--- config.mk ---
export PLATFORM = sky130hd
export DESIGN_NAME = polaris_bus_arbiter_flat
export DESIGN_NICKNAME = d
export VERILOG_FILES = /design/src/rtl/polaris_bus_pkg.sv /design/src/rtl/polaris_bus_arbiter_if.sv /design/src/rtl/polaris_bus_timeout.sv /design/src/rtl/polaris_bus_arbiter.sv /design/src/flat_wrapper.sv
export SDC_FILE = /design/constraint.sdc
export NUM_CORES = 1
export LEC_CHECK = 0
export BUFFER_PORTS_ARGS = -buffer_cell sky130_fd_sc_hd__buf_2
export CORE_AREA = 8 8 191 193
export DETAILED_ROUTE_END_ITERATION = 7
export DIE_AREA = 0 0 199 201
export GPL_TIMING_DRIVEN = 0
export PLACE_DENSITY = 0.43
export REMOVE_ABC_BUFFERS = 1
export SLEW_MARGIN = 20
export SYNTH_ARGS = -nofsm -noshare
export SYNTH_HDL_FRONTEND = slang
export SYNTH_SLANG_ARGS = --single-unit
--- constraint.sdc ---
create_clock -name clk_i -period 1.9 [get_ports clk_i]
set_input_delay 0.095 -clock clk_i [delete_from_list [all_inputs] [get_ports clk_i]]
set_output_delay 0.095 -clock clk_i [all_outputs]
set_load 0.02 [all_outputs]
--- src/rtl/polaris_bus_pkg.sv ---
// Shared types and constants for the Polaris I/D bus arbiter.
package polaris_bus_pkg;

    localparam int unsigned DW  = 64;
    localparam int unsigned IDW = 32;

    typedef enum logic [1:0] {
        ST_IDLE  = 2'd0,
        ST_GNT_I = 2'd1,
        ST_GNT_D = 2'd2
    } state_e;

    localparam logic [1:0] GNT_NONE = 2'b00;
    localparam logic [1:0] GNT_I    = 2'b01;
    localparam logic [1:0] GNT_D    = 2'b10;

    // Read data returned to a master whose transfer timed out.
    localparam logic [DW-1:0] BUS_ERR_DATA = 64'hFFFF_FFFF_FFFF_FFFF;

endpackage

--- src/rtl/polaris_bus_arbiter_if.sv ---
// I-master, D-master and shared-bus signals of the Polaris bus arbiter.
interface polaris_bus_arbiter_if #(
    parameter int unsigned AW = 64
);
    logic [AW-1:0] iadr_i;
    logic [1:0]    isiz_i;
    logic          iack_o;
    logic [31:0]   idat_o;

    logic          dcyc_i;
    logic          dstb_i;
    logic          dwe_i;
    logic [AW-1:0] dadr_i;
    logic [63:0]   ddat_i;
    logic [1:0]    dsiz_i;
    logic          dsigned_i;
    logic          dack_o;
    logic [63:0]   ddat_o;

    logic          cyc_o;
    logic          stb_o;
    logic          we_o;
    logic [AW-1:0] adr_o;
    logic [63:0]   dat_o;
    logic [1:0]    siz_o;
    logic          signed_o;
    logic          ack_i;
    logic [63:0]   dat_i;

    logic [1:0]    gnt_o;
    logic          berr_o;

    // Arbiter side.
    modport slave (
        input  iadr_i, isiz_i, dcyc_i, dstb_i, dwe_i, dadr_i, ddat_i, dsiz_i, dsigned_i,
        input  ack_i, dat_i,
        output iack_o, idat_o, dack_o, ddat_o,
        output cyc_o, stb_o, we_o, adr_o, dat_o, siz_o, signed_o, gnt_o, berr_o
    );

    // CPU masters plus interconnect side.
    modport master (
        output iadr_i, isiz_i, dcyc_i, dstb_i, dwe_i, dadr_i, ddat_i, dsiz_i, dsigned_i,
        output ack_i, dat_i,
        input  iack_o, idat_o, dack_o, ddat_o,
        input  cyc_o, stb_o, we_o, adr_o, dat_o, siz_o, signed_o, gnt_o, berr_o
    );

endinterface

--- src/rtl/polaris_bus_timeout.sv ---
// Grant-duration counter; expire_c flags the terminal cycle of a stalled grant.
module polaris_bus_timeout #(
    parameter int unsigned TMO_W = 8
) (
    input  logic clk_i,
    input  logic reset_ni,
    input  logic clr,
    input  logic en,
    output logic expire_c
);

    logic [TMO_W-1:0] cnt_q;

    always_ff @(posedge clk_i or negedge reset_ni) begin
        if (!reset_ni) begin
            cnt_q <= '0;
        end else if (clr) begin
            cnt_q <= '0;
        end else if (en) begin
            cnt_q <= cnt_q + TMO_W'(1);
        end
    end

    assign expire_c = en & (cnt_q == {TMO_W{1'b1}});

endmodule

--- src/rtl/polaris_bus_arbiter.sv ---
// Alternating-priority arbiter sharing one 64-bit bus between the I and D masters.
// Optional grant timeout with error response: define POLARIS_BUS_TIMEOUT_EN.
module polaris_bus_arbiter
    import polaris_bus_pkg::*;
#(
    parameter int unsigned AW = 64
`ifdef POLARIS_BUS_TIMEOUT_EN
    ,
    parameter int unsigned TMO_W = 8
`endif
) (
    input  logic                  clk_i,
    input  logic                  reset_ni,
    polaris_bus_arbiter_if.slave  bus
);

    state_e state_q, state_d;
    logic   last_d_q, last_d_d;   // 1: last completed grant went to D
    logic   ireq, dreq;

    assign ireq = (bus.isiz_i != 2'b00);
    assign dreq = bus.dcyc_i & bus.dstb_i;

`ifdef POLARIS_BUS_TIMEOUT_EN
    logic tmo_clr, tmo_en, tmo_expire_c;

    polaris_bus_timeout #(.TMO_W(TMO_W)) u_timeout (
        .clk_i    (clk_i),
        .reset_ni (reset_ni),
        .clr      (tmo_clr),
        .en       (tmo_en),
        .expire_c (tmo_expire_c)
    );
`endif

    always_ff @(posedge clk_i or negedge reset_ni) begin
        if (!reset_ni) begin
            state_q  <= ST_IDLE;
            last_d_q <= 1'b0;
        end else begin
            state_q  <= state_d;
            last_d_q <= last_d_d;
        end
    end

    // Arbitration, bus mux and ack/data return.
    always_comb begin
        state_d      = state_q;
        last_d_d     = last_d_q;
        bus.gnt_o    = GNT_NONE;
        bus.cyc_o    = 1'b0;
        bus.stb_o    = 1'b0;
        bus.we_o     = 1'b0;
        bus.adr_o    = AW'(0);
        bus.dat_o    = DW'(0);
        bus.siz_o    = 2'b00;
        bus.signed_o = 1'b0;
        bus.iack_o   = 1'b0;
        bus.idat_o   = IDW'(0);
        bus.dack_o   = 1'b0;
        bus.ddat_o   = DW'(0);
        bus.berr_o   = 1'b0;
`ifdef POLARIS_BUS_TIMEOUT_EN
        tmo_clr      = 1'b0;
        tmo_en       = 1'b0;
`endif

        case (state_q)
            ST_IDLE: begin
`ifdef POLARIS_BUS_TIMEOUT_EN
                tmo_clr = 1'b1;
`endif
                if (ireq && dreq) begin
                    state_d = last_d_q ? ST_GNT_I : ST_GNT_D;
                end else if (ireq) begin
                    state_d = ST_GNT_I;
                end else if (dreq) begin
                    state_d = ST_GNT_D;
                end
            end

            ST_GNT_I: begin
                bus.gnt_o  = GNT_I;
                bus.cyc_o  = ireq;
                bus.stb_o  = ireq;
                bus.adr_o  = bus.iadr_i;
                bus.siz_o  = bus.isiz_i;
                bus.iack_o = bus.ack_i;
                bus.idat_o = bus.dat_i[31:0];
                if (bus.ack_i) begin
                    state_d  = ST_IDLE;
                    last_d_d = 1'b0;
                end else if (!ireq) begin
                    state_d  = ST_IDLE;
                end else begin
`ifdef POLARIS_BUS_TIMEOUT_EN
                    tmo_en = 1'b1;
                    if (tmo_expire_c) begin
                        bus.iack_o = 1'b1;
                        bus.idat_o = IDW'(BUS_ERR_DATA);
                        bus.cyc_o  = 1'b0;
                        bus.stb_o  = 1'b0;
                        bus.berr_o = 1'b1;
                        state_d    = ST_IDLE;
                        last_d_d   = 1'b0;
                    end
`endif
                end
            end

            ST_GNT_D: begin
                bus.gnt_o    = GNT_D;
                bus.cyc_o    = bus.dcyc_i;
                bus.stb_o    = bus.dstb_i;
                bus.we_o     = bus.dwe_i;
                bus.adr_o    = bus.dadr_i;
                bus.dat_o    = bus.ddat_i;
                bus.siz_o    = bus.dsiz_i;
                bus.signed_o = bus.dsigned_i;
                bus.dack_o   = bus.ack_i;
                bus.ddat_o   = bus.dat_i;
                if (bus.ack_i) begin
                    state_d  = ST_IDLE;
                    last_d_d = 1'b1;
                end else if (!dreq) begin
                    state_d  = ST_IDLE;
                end else begin
`ifdef POLARIS_BUS_TIMEOUT_EN
                    tmo_en = 1'b1;
                    if (tmo_expire_c) begin
                        bus.dack_o = 1'b1;
                        bus.ddat_o = BUS_ERR_DATA;
                        bus.cyc_o  = 1'b0;
                        bus.stb_o  = 1'b0;
                        bus.berr_o = 1'b1;
                        state_d    = ST_IDLE;
                        last_d_d   = 1'b1;
                    end
`endif
                end
            end

            default: state_d = ST_IDLE;
        endcase
    end

endmodule

--- src/flat_wrapper.sv ---
// flat-port wrapper written by rule: the top's interface ports become plain ports
module polaris_bus_arbiter_flat import polaris_bus_pkg::*;
#(
    parameter int unsigned AW = 64

)
  (clk_i, reset_ni, bus_iadr_i, bus_isiz_i, bus_dcyc_i, bus_dstb_i, bus_dwe_i, bus_dadr_i, bus_ddat_i, bus_dsiz_i, bus_dsigned_i, bus_ack_i, bus_dat_i, bus_iack_o, bus_idat_o, bus_dack_o, bus_ddat_o, bus_cyc_o, bus_stb_o, bus_we_o, bus_adr_o, bus_dat_o, bus_siz_o, bus_signed_o, bus_gnt_o, bus_berr_o);
  polaris_bus_arbiter_if #(.AW(AW)) bus_i ();
  input  logic clk_i;
  input  logic reset_ni;
  input wire logic [$bits(bus_i.iadr_i)-1:0] bus_iadr_i;
  input wire logic [$bits(bus_i.isiz_i)-1:0] bus_isiz_i;
  input wire logic [$bits(bus_i.dcyc_i)-1:0] bus_dcyc_i;
  input wire logic [$bits(bus_i.dstb_i)-1:0] bus_dstb_i;
  input wire logic [$bits(bus_i.dwe_i)-1:0] bus_dwe_i;
  input wire logic [$bits(bus_i.dadr_i)-1:0] bus_dadr_i;
  input wire logic [$bits(bus_i.ddat_i)-1:0] bus_ddat_i;
  input wire logic [$bits(bus_i.dsiz_i)-1:0] bus_dsiz_i;
  input wire logic [$bits(bus_i.dsigned_i)-1:0] bus_dsigned_i;
  input wire logic [$bits(bus_i.ack_i)-1:0] bus_ack_i;
  input wire logic [$bits(bus_i.dat_i)-1:0] bus_dat_i;
  output wire logic [$bits(bus_i.iack_o)-1:0] bus_iack_o;
  output wire logic [$bits(bus_i.idat_o)-1:0] bus_idat_o;
  output wire logic [$bits(bus_i.dack_o)-1:0] bus_dack_o;
  output wire logic [$bits(bus_i.ddat_o)-1:0] bus_ddat_o;
  output wire logic [$bits(bus_i.cyc_o)-1:0] bus_cyc_o;
  output wire logic [$bits(bus_i.stb_o)-1:0] bus_stb_o;
  output wire logic [$bits(bus_i.we_o)-1:0] bus_we_o;
  output wire logic [$bits(bus_i.adr_o)-1:0] bus_adr_o;
  output wire logic [$bits(bus_i.dat_o)-1:0] bus_dat_o;
  output wire logic [$bits(bus_i.siz_o)-1:0] bus_siz_o;
  output wire logic [$bits(bus_i.signed_o)-1:0] bus_signed_o;
  output wire logic [$bits(bus_i.gnt_o)-1:0] bus_gnt_o;
  output wire logic [$bits(bus_i.berr_o)-1:0] bus_berr_o;
  assign bus_i.iadr_i = bus_iadr_i;
  assign bus_i.isiz_i = bus_isiz_i;
  assign bus_i.dcyc_i = bus_dcyc_i;
  assign bus_i.dstb_i = bus_dstb_i;
  assign bus_i.dwe_i = bus_dwe_i;
  assign bus_i.dadr_i = bus_dadr_i;
  assign bus_i.ddat_i = bus_ddat_i;
  assign bus_i.dsiz_i = bus_dsiz_i;
  assign bus_i.dsigned_i = bus_dsigned_i;
  assign bus_i.ack_i = bus_ack_i;
  assign bus_i.dat_i = bus_dat_i;
  assign bus_iack_o = bus_i.iack_o;
  assign bus_idat_o = bus_i.idat_o;
  assign bus_dack_o = bus_i.dack_o;
  assign bus_ddat_o = bus_i.ddat_o;
  assign bus_cyc_o = bus_i.cyc_o;
  assign bus_stb_o = bus_i.stb_o;
  assign bus_we_o = bus_i.we_o;
  assign bus_adr_o = bus_i.adr_o;
  assign bus_dat_o = bus_i.dat_o;
  assign bus_siz_o = bus_i.siz_o;
  assign bus_signed_o = bus_i.signed_o;
  assign bus_gnt_o = bus_i.gnt_o;
  assign bus_berr_o = bus_i.berr_o;
  polaris_bus_arbiter #(.AW(AW)) u_core (.clk_i(clk_i), .reset_ni(reset_ni), .bus(bus_i));
endmodule
* After elaboration in Yosys (flattened, before gate mapping)
Cells that the tools add are included.
** Storage, ports and cells
- Register bits :: 3
- Input bits :: 267
- Output and inout bits :: 235
- Word-level logic and storage cells :: 40
** Cells by class
- Eq/ne operators :: 7
- Multiplexer cells :: 24
- Bitwise gates (word level) :: 1
- Reductions and logical operators :: 6
** Operator list (count)
- two-way mux 64 bit :: 2
- one-hot mux 64 bit (2 select lines) :: 1
- two-way mux 32 bit :: 1
- two-way mux 2 bit :: 8
- one-hot mux 2 bit (2 select lines) :: 2
- two-way mux 1 bit :: 6
- inequality test 3 bit (second input constant) :: 2
- one-hot mux 1 bit (2 select lines) :: 3
- one-hot mux 2 bit (3 select lines) :: 1
- AND reduction 3 bit :: 2
- inequality test 2 bit (second input constant) :: 2
- inequality test 4 x 1 -> 1 bit (second input constant) :: 1
- nonzero test 2 bit :: 2
- == test 2 x 1 -> 1 bit (second input constant) :: 1
- == test 2 bit (second input constant) :: 1
- logical NOT 2 bit :: 1
- AND 1 bit :: 1
- logical AND 1 bit :: 1

* Depth between registers and ports, before layout
Gate-level depths: netlist (run 1).
- Word-level depth :: 5
- Depth in mapped cells :: 6
- Gate-level depth less buffers :: 5

* Worst setup path after synthesis (run 1)
OpenSTA, ideal clock, no wires.
- Path type :: flip-flop to output port
- From :: reg u_core.state_q[0]
- To :: out bus_cyc_o
- Arrival time :: 1.564 ns
- Path slack :: 0.241 ns
- Cell stages (with the launch flop) :: 7
- Cell sequence :: dfrtp_1 > inv_1 > ha_1 > buf_2 > buf_2 > nand2_1 > a21boi_0
** On the way
- Cells in the longest elaborated chain, start to end :: 2
- Elaborated cells on any way between the ends :: 3
** RTL lines
- start: declaration :: RTL line polaris_bus_arbiter.sv:17 : state_e state_q, state_d;
- start signal: assignment :: RTL line polaris_bus_arbiter.sv:41 : state_q <= state_d;
- == test 2 bit / == test 2 x 1 -> 1 bit (equally long branches) :: RTL line polaris_bus_arbiter.sv:68 : case (state_q)
- one-hot mux 1 bit (2 select lines) (*) :: RTL line polaris_bus_arbiter.sv:68
- end: declaration :: RTL line flat_wrapper.sv:26 : output wire logic [$bits(bus_i.cyc_o)-1:0] bus_cyc_o;
Every way passes the cells marked *; elsewhere a longest branch is shown, timed or not.

* Final worst setup path (run 1)
- From :: reg u_core.state_q[0]
- To :: out bus_adr_o[27]
** On the way
- Cells in the longest elaborated chain, start to end :: 2
- Elaborated cells on any way between the ends :: 3
** RTL lines
- == test 2 bit / == test 2 x 1 -> 1 bit (equally long branches) :: RTL line polaris_bus_arbiter.sv:68
- one-hot mux 64 bit (2 select lines) (*) :: RTL line polaris_bus_arbiter.sv:68
- end: declaration :: RTL line flat_wrapper.sv:29 : output wire logic [$bits(bus_i.adr_o)-1:0] bus_adr_o;
Marks and branches as above.

==> results.yml, run 1 <==
clock_tree:
  htreeDepth: 1
  numCtsBuffers: 3
  root_buffer: "clkbuf_16"
  ctsLongestPathBuffers: 2
  cts_sinks: 3
  tritoncts: "yes"
  path_clk_slew_ns: 0.03
  clkLatencyLatePin_ns: 0.23
synthesis:
  ys_ff_latch: 3
  yosysWarningCount: 0
  yosys.cell_types.count: 25
  postSynthCellCount: 367
  synth_flop_cell: "dfrtp_1"
  synth-seq-area-share_pct: 3.14
  synth_area_um2: 2390
  async_flop_share_pct: 100
  synth_edf_count: 0
  avgSynthCellArea_um2: 6.52
detailed_routing:
  vias_per_cell: 3.45
  wl_met3_mm: 2.13
  route.top_layer_used: "met5"
  wl_met2_mm: 12.1
  drtPass1Iterations: 5
  routedWlPerCell_um: 18.6
  routed_wirelength_mm: 24.4
  drc: 0
  met1_length_mm: 10.1
  drt_iter0_markers: 210
  route.vias.total: 4517
  ant_nets: 0
floorplan:
  initial_utilization_pct: 7.18
  row_count: 67
  die_h_um: 201
  die_area_um2: 40000
  ios: 502
  die_w_um: 199
  core_um2: 33300
sta:
  rsz0062_at_grt: "true"
  period_share_pct: 97.8
  whs_ns: 0.214
  max_freq_ghz: 0.538
  fin_skew_ns: 0.00167
  hold_viol_final: 0
  setup-violations-final: 0
  drv_slew: 0
  min_period_ns: 1.86
power_and_ir_drop:
  power.density_nw_per_um2: 1490
  p_leak_uw: 0.00339
  ir_drop_v: 0.000957
critical_path:
  regToRegStartpoint: "u_core.state_q[1]"
  critPathLaunch: "u_core.state_q[0]"
  slowest_delay_ns: 0.44
  startpoint_type: "register"
  r2r-end: "u_core.state_q[0]"
  path_cells: "inv_4 > ha_4 > buf_12 > buf_16 > a22oi_1 > nor2b_2 > buf_6"
  endpoint_kind: "output port"
  slowest_stage: "dfrtp_2"
  worst-setup-path-type: "register to output port"
  r2r_slack_ns: 0.13
  reg2reg_depth: 6
  cp_max_fo: 25
  cp.required_ns: 1.80
  arrival_ns: 1.76
finish:
  final_cell_mix: "491 x buf_2, 164 x and2_1, 64 x a22oi_1, 64 x nor2b_1, 12 x buf_4"
  syn2layout_area_growth_pct: 151
  fin_area_um2: 6010
  nFillCells: 3816
  layout_commonest_cell: "buf_2"
  drive_gt1_share_pct: 63.3
  finalNetCount: 1132
global_route:
  grt_pass1_wl_mm: 32.2
  grt_start_max_net_pins: 57
  antenna_found_initial: 4
  grt.total_usage_pct: 10.7
  overflow: 0
  grt_pass1_vias: 4595
placed_design:
  dp_hpwl_mm: 18.0
  port_buffers: 500
  gp_congestion: 0.780
  placed_area_um2: 5400
worst_hold_path:
  min_path_type: "input port to asynchronous set/reset pin"
flow_run:
  maxCapViolations: 0
status:
  status: "finished, final reports clean"
==> flip-flops by register name (all words and copies together) (netlist names) <==
register and cells:
u_core.last_d_q 1, u_core.state_q 2
==> metrics by stage <==
stage          setup WS, ns  TNS [ns]  instances  power [uW]  util (%)
2_1_floorplan         -2.05   -385.47        326        4210         -
3_3_place_gp          -4.26   -830.66       1274        4520      15.9
3_5_place_dp         -0.436     -4.95       1277        6990      16.2
4_1_cts             -0.0251   -0.0707       1299        8660      17.5
5_1_grt             -0.0186    -0.147       1307        9590      18.0
6_report             0.0423         0       1310        8940      18.1
==> per-layer routing <==
metal / up-vias / global-route usage [%]
li1: 2203 / -
met1: 2059 / 13.0
met2: 247 / 19.6
met3: 4 / 2.46
met4: 4 / 0.424
met5: - / 0
==> report_power, final <==
group / leakage [uW] / switching [uW] / internal, uW
logic: 0.00332 / 4940 / 3520
clock network: 0.0000382 / 61.9 / 277
registers: 0.0000356 / 47.3 / 99.7
total: 0.00339 / 5050 / 3890
==> logic make-up (layout without fill, tap and decap cells) <==
family | count (synthesis) | count (layout) | share of synthesized area, %
AND/OR/NAND/NOR | 237 | 237 | 61.9
AO/OA/AOI/OAI | 74 | 74 | 23.2
buffers and inverters | 45 | 537 | 8.06
adder cells (fa/ha/maj) | 5 | 5 | 2.62
flip-flops | 3 | 3 | 3.14
multiplexers | 2 | 2 | 0.890
other | 1 | 4 | 0.157
==> cell type report <==
cell class	count	area (um2)	share of cell area [%]
well taps	448	561	9.33
diodes	3	7.51	0.125
repair buffers	529	3090	51.4
multi-input cells	319	2180	36.2
inverters	4	20.0	0.333
clock buffers	4	78.8	1.31
flip-flops and latches	3	77.6	1.29
==> critical path, delay by kind of cell, from the launching register on <==
kind | cells | cell delay (ns)
buffers and inverters | 4 | 0.63
flip-flops | 1 | 0.44
AND/OR/NAND/NOR | 1 | 0.21
adder cells (fa/ha/maj) | 1 | 0.14
AO/OA/AOI/OAI | 1 | 0.11
==> synthesized netlist by cell type (all sizes together) (2+ instances only) <==
| cell type | count | area, um2 |
|---|---|---|
| nor2b | 66 | 413 |
| a22oi | 66 | 495 |
| and2 | 164 | 1030 |
| clkbuf | 24 | 90.1 |
| nand2 | 2 | 7.51 |
| a21boi | 2 | 15.0 |
| buf | 17 | 87.6 |
| ha | 5 | 62.6 |
| dfrtp | 3 | 75.1 |
| inv | 4 | 15.0 |
| o21ai | 2 | 10.0 |
==> worst max-delay path by stage <==
stage / to / slack, ns / depth (start not counted)
floorplan: u_core.state_q[0] / -2.05 / 5
global placement: bus_adr_o[25] / -4.26 / 5
detailed placement: u_core.state_q[0] / -0.44 / 6
CTS: u_core.state_q[0] / -0.03 / 6
global route: bus_adr_o[27] / -0.02 / 7
finish: bus_adr_o[27] / 0.04 / 7
==> what timing repair did <==
item,in CTS,in global routing
cloned,4,3
gates resized for setup,9,25
hold endpoints to repair,3,0
setup buffers,13,5
hold buffers,1,0
endpoints found under the setup margin,198,89
pin swaps,3,0
Power figures use the tool's default switching activity.
==> run 2: changes to the inputs <==
--- a/config.mk
+++ b/config.mk
@@ -6,11 +6,11 @@
 export NUM_CORES = 1
 export LEC_CHECK = 0
 export BUFFER_PORTS_ARGS = -buffer_cell sky130_fd_sc_hd__buf_2
-export CORE_AREA = 8 8 191 193
+export CORE_AREA = 8 8 188 190
 export DETAILED_ROUTE_END_ITERATION = 7
-export DIE_AREA = 0 0 199 201
+export DIE_AREA = 0 0 196 198
 export GPL_TIMING_DRIVEN = 0
-export PLACE_DENSITY = 0.43
+export PLACE_DENSITY = 0.45
 export REMOVE_ABC_BUFFERS = 1
 export SLEW_MARGIN = 20
 export SYNTH_ARGS = -nofsm -noshare
==> constraint.sdc (replaced) <==
create_clock -name clk_i -period 1.68 [get_ports clk_i]
set_input_delay 0.084 -clock clk_i [delete_from_list [all_inputs] [get_ports clk_i]]
set_output_delay 0.084 -clock clk_i [all_outputs]
set_load 0.02 [all_outputs]
==> run 2 against run 1 <==
Against the previous run: combinational power is 64% higher; routed wire length is 23% higher; the run now ends with negative setup slack left; clock-buffer cell count stayed put; critical path depth stayed put; clock power is 11% higher; largest cell class unchanged.
==> results.yml, run 2 (synthesis gave the netlist of run 1 again) <==
status:
  status: "complete, but fails checks"
  violations: "negative setup slack"
detailed_routing:
  drtPass1Iterations: 4
  vias_per_cell: 3.82
  routed_wirelength_mm: 30.0
  drc: 0
  routedWlPerCell_um: 22.8
  ant_nets: 0
  route.vias.total: 5018
  drt_iter0_markers: 195
critical_path:
  startpoint_type: "register"
  cp.required_ns: 1.60
  arrival_ns: 1.75
  cp_max_fo: 8
  regToRegStartpoint: "u_core.state_q[1]"
  endpoint_kind: "output port"
  r2r_slack_ns: -0.07
  worst-setup-path-type: "register to output port"
  critPathLaunch: "u_core.state_q[1]"
placed_design:
  dp_hpwl_mm: 18.7
  gp_congestion: 0.858
  dp_slack_ns: -0.652
  port_buffers: 500
  dp.cells: 1237
clock_tree:
  tritoncts: "yes"
  ctsLongestPathBuffers: 2
  htreeDepth: 1
  cts_sinks: 3
  root_buffer: "clkbuf_16"
  clkLatencyLatePin_ns: 0.22
  numCtsBuffers: 3
  path_clk_slew_ns: 0.03
power_and_ir_drop:
  power.density_nw_per_um2: 1860
  ir_drop_v: 0.000998
  p_leak_uw: 0.00389
finish:
  largest-register: "u_core.state_q"
  layout_commonest_cell: "buf_2"
  reg.largest.list: "u_core.state_q (2), u_core.last_d_q (1)"
  drive_gt1_share_pct: 73.8
  finalNetCount: 1173
  nFillCells: 3533
  final_util_pct: 24.0
  largest_reg_flops: 2
  final_cell_mix: "307 x buf_2, 160 x buf_4, 147 x and2_1"
  stdcell_count: 1315
  syn2layout_area_growth_pct: 223
global_route:
  antenna_found_initial: 13
  grt_pass1_vias: 4990
  grt_pass1_wl_mm: 35.4
  grt_start_max_net_pins: 50
  overflow: 0
  grt.total_usage_pct: 12.1
sta:
  max_freq_ghz: 0.545
  hold_viol_final: 0
  fin_ws_ns: -0.154
  drv_slew: 0
  fin_tns_setup_ns: -14.88
  setup-violations-final: 164
  min_period_ns: 1.83
  period_share_pct: 109
  rsz0062_at_grt: "true"
  fin_skew_ns: 0.000251
floorplan:
  initial_utilization_pct: 7.42
  row_count: 66
  die_area_um2: 38800
  die_h_um: 198
  core_um2: 32200
  die_w_um: 196
  ios: 502
worst_hold_path:
  min_path_type: "input port to asynchronous set/reset pin"
flow_run:
  maxCapViolations: 0
-- run 2: final timing paths --
path                                     end  cells after the start
min                          u_core.last_d_q                      2
max reg2reg                u_core.state_q[0]                      7
min in group clk_i           u_core.last_d_q                      3
max in group asynchronous  u_core.state_q[0]                      2
max                            bus_adr_o[29]                      7
min reg2reg                  u_core.last_d_q                      2
-- run 2: layout make-up --
type                            count  area [um2]  area share, %
Antenna cell                        7        17.5          0.227
Clock buffer                        4        78.8           1.02
Inverter                            4        15.0          0.194
Multi-Input combinational cell    319        2540           32.9
Sequential cell                     3        76.3          0.987
Tap cell                          408         510           6.60
Timing Repair Buffer              570        4490           58.1
-- run 2: metal layers --
metal / routed length (um) / vias up / part of all wire [%] / track usage, %
met5: 27 / - / 0.090 / 0
met2: 14700 / 298 / 49 / 21.3
met4: 478 / 4 / 1.6 / 1.97
li1: - / 2300 / - / -
met3: 2580 / 24 / 8.6 / 3.48
met1: 12100 / 2392 / 41 / 14.7
-- run 2: repair_timing --
| action | 4_1_cts | 5_1_grt |
|---|---|---|
| hold endpoints to repair | 3 | 0 |
| gates resized for setup | 178 | 193 |
| cloned | 9 | 22 |
| pin swaps | 4 | 9 |
| hold buffers | 1 | 0 |
| buffers inserted | 25 | 10 |
| setup endpoints to repair | 235 | 232 |
-- run 2: worst max-delay path: stages, from the launching register on --
cell	delay, ns
dfrtp_1	0.39
buf_4	0.15
ha_4	0.20
buf_12	0.17
clkbuf_16	0.18
a22oi_2	0.22
nor2b_4	0.06
buf_6	0.13
-- run 2: power breakdown --
| part | internal, uW | switching [uW] |
|---|---|---|
| logic | 6960 | 6930 |
| registers | 110 | 25.3 |
| clock network | 313 | 63.4 |
| total | 7380 | 7020 |
-- run 2: per-stage QoR --
step | hold WS (ns) | area, um2 | total power [uW]
after floorplan | -0.212 | 2210 | 4520
after detailed placement | -0.109 | 5350 | 7920
after CTS | 0.207 | 6470 | 11600
after global routing | 0.233 | 7720 | 15200
after global placement | -0.109 | 5230 | 4650
final | 0.240 | 7730 | 14400
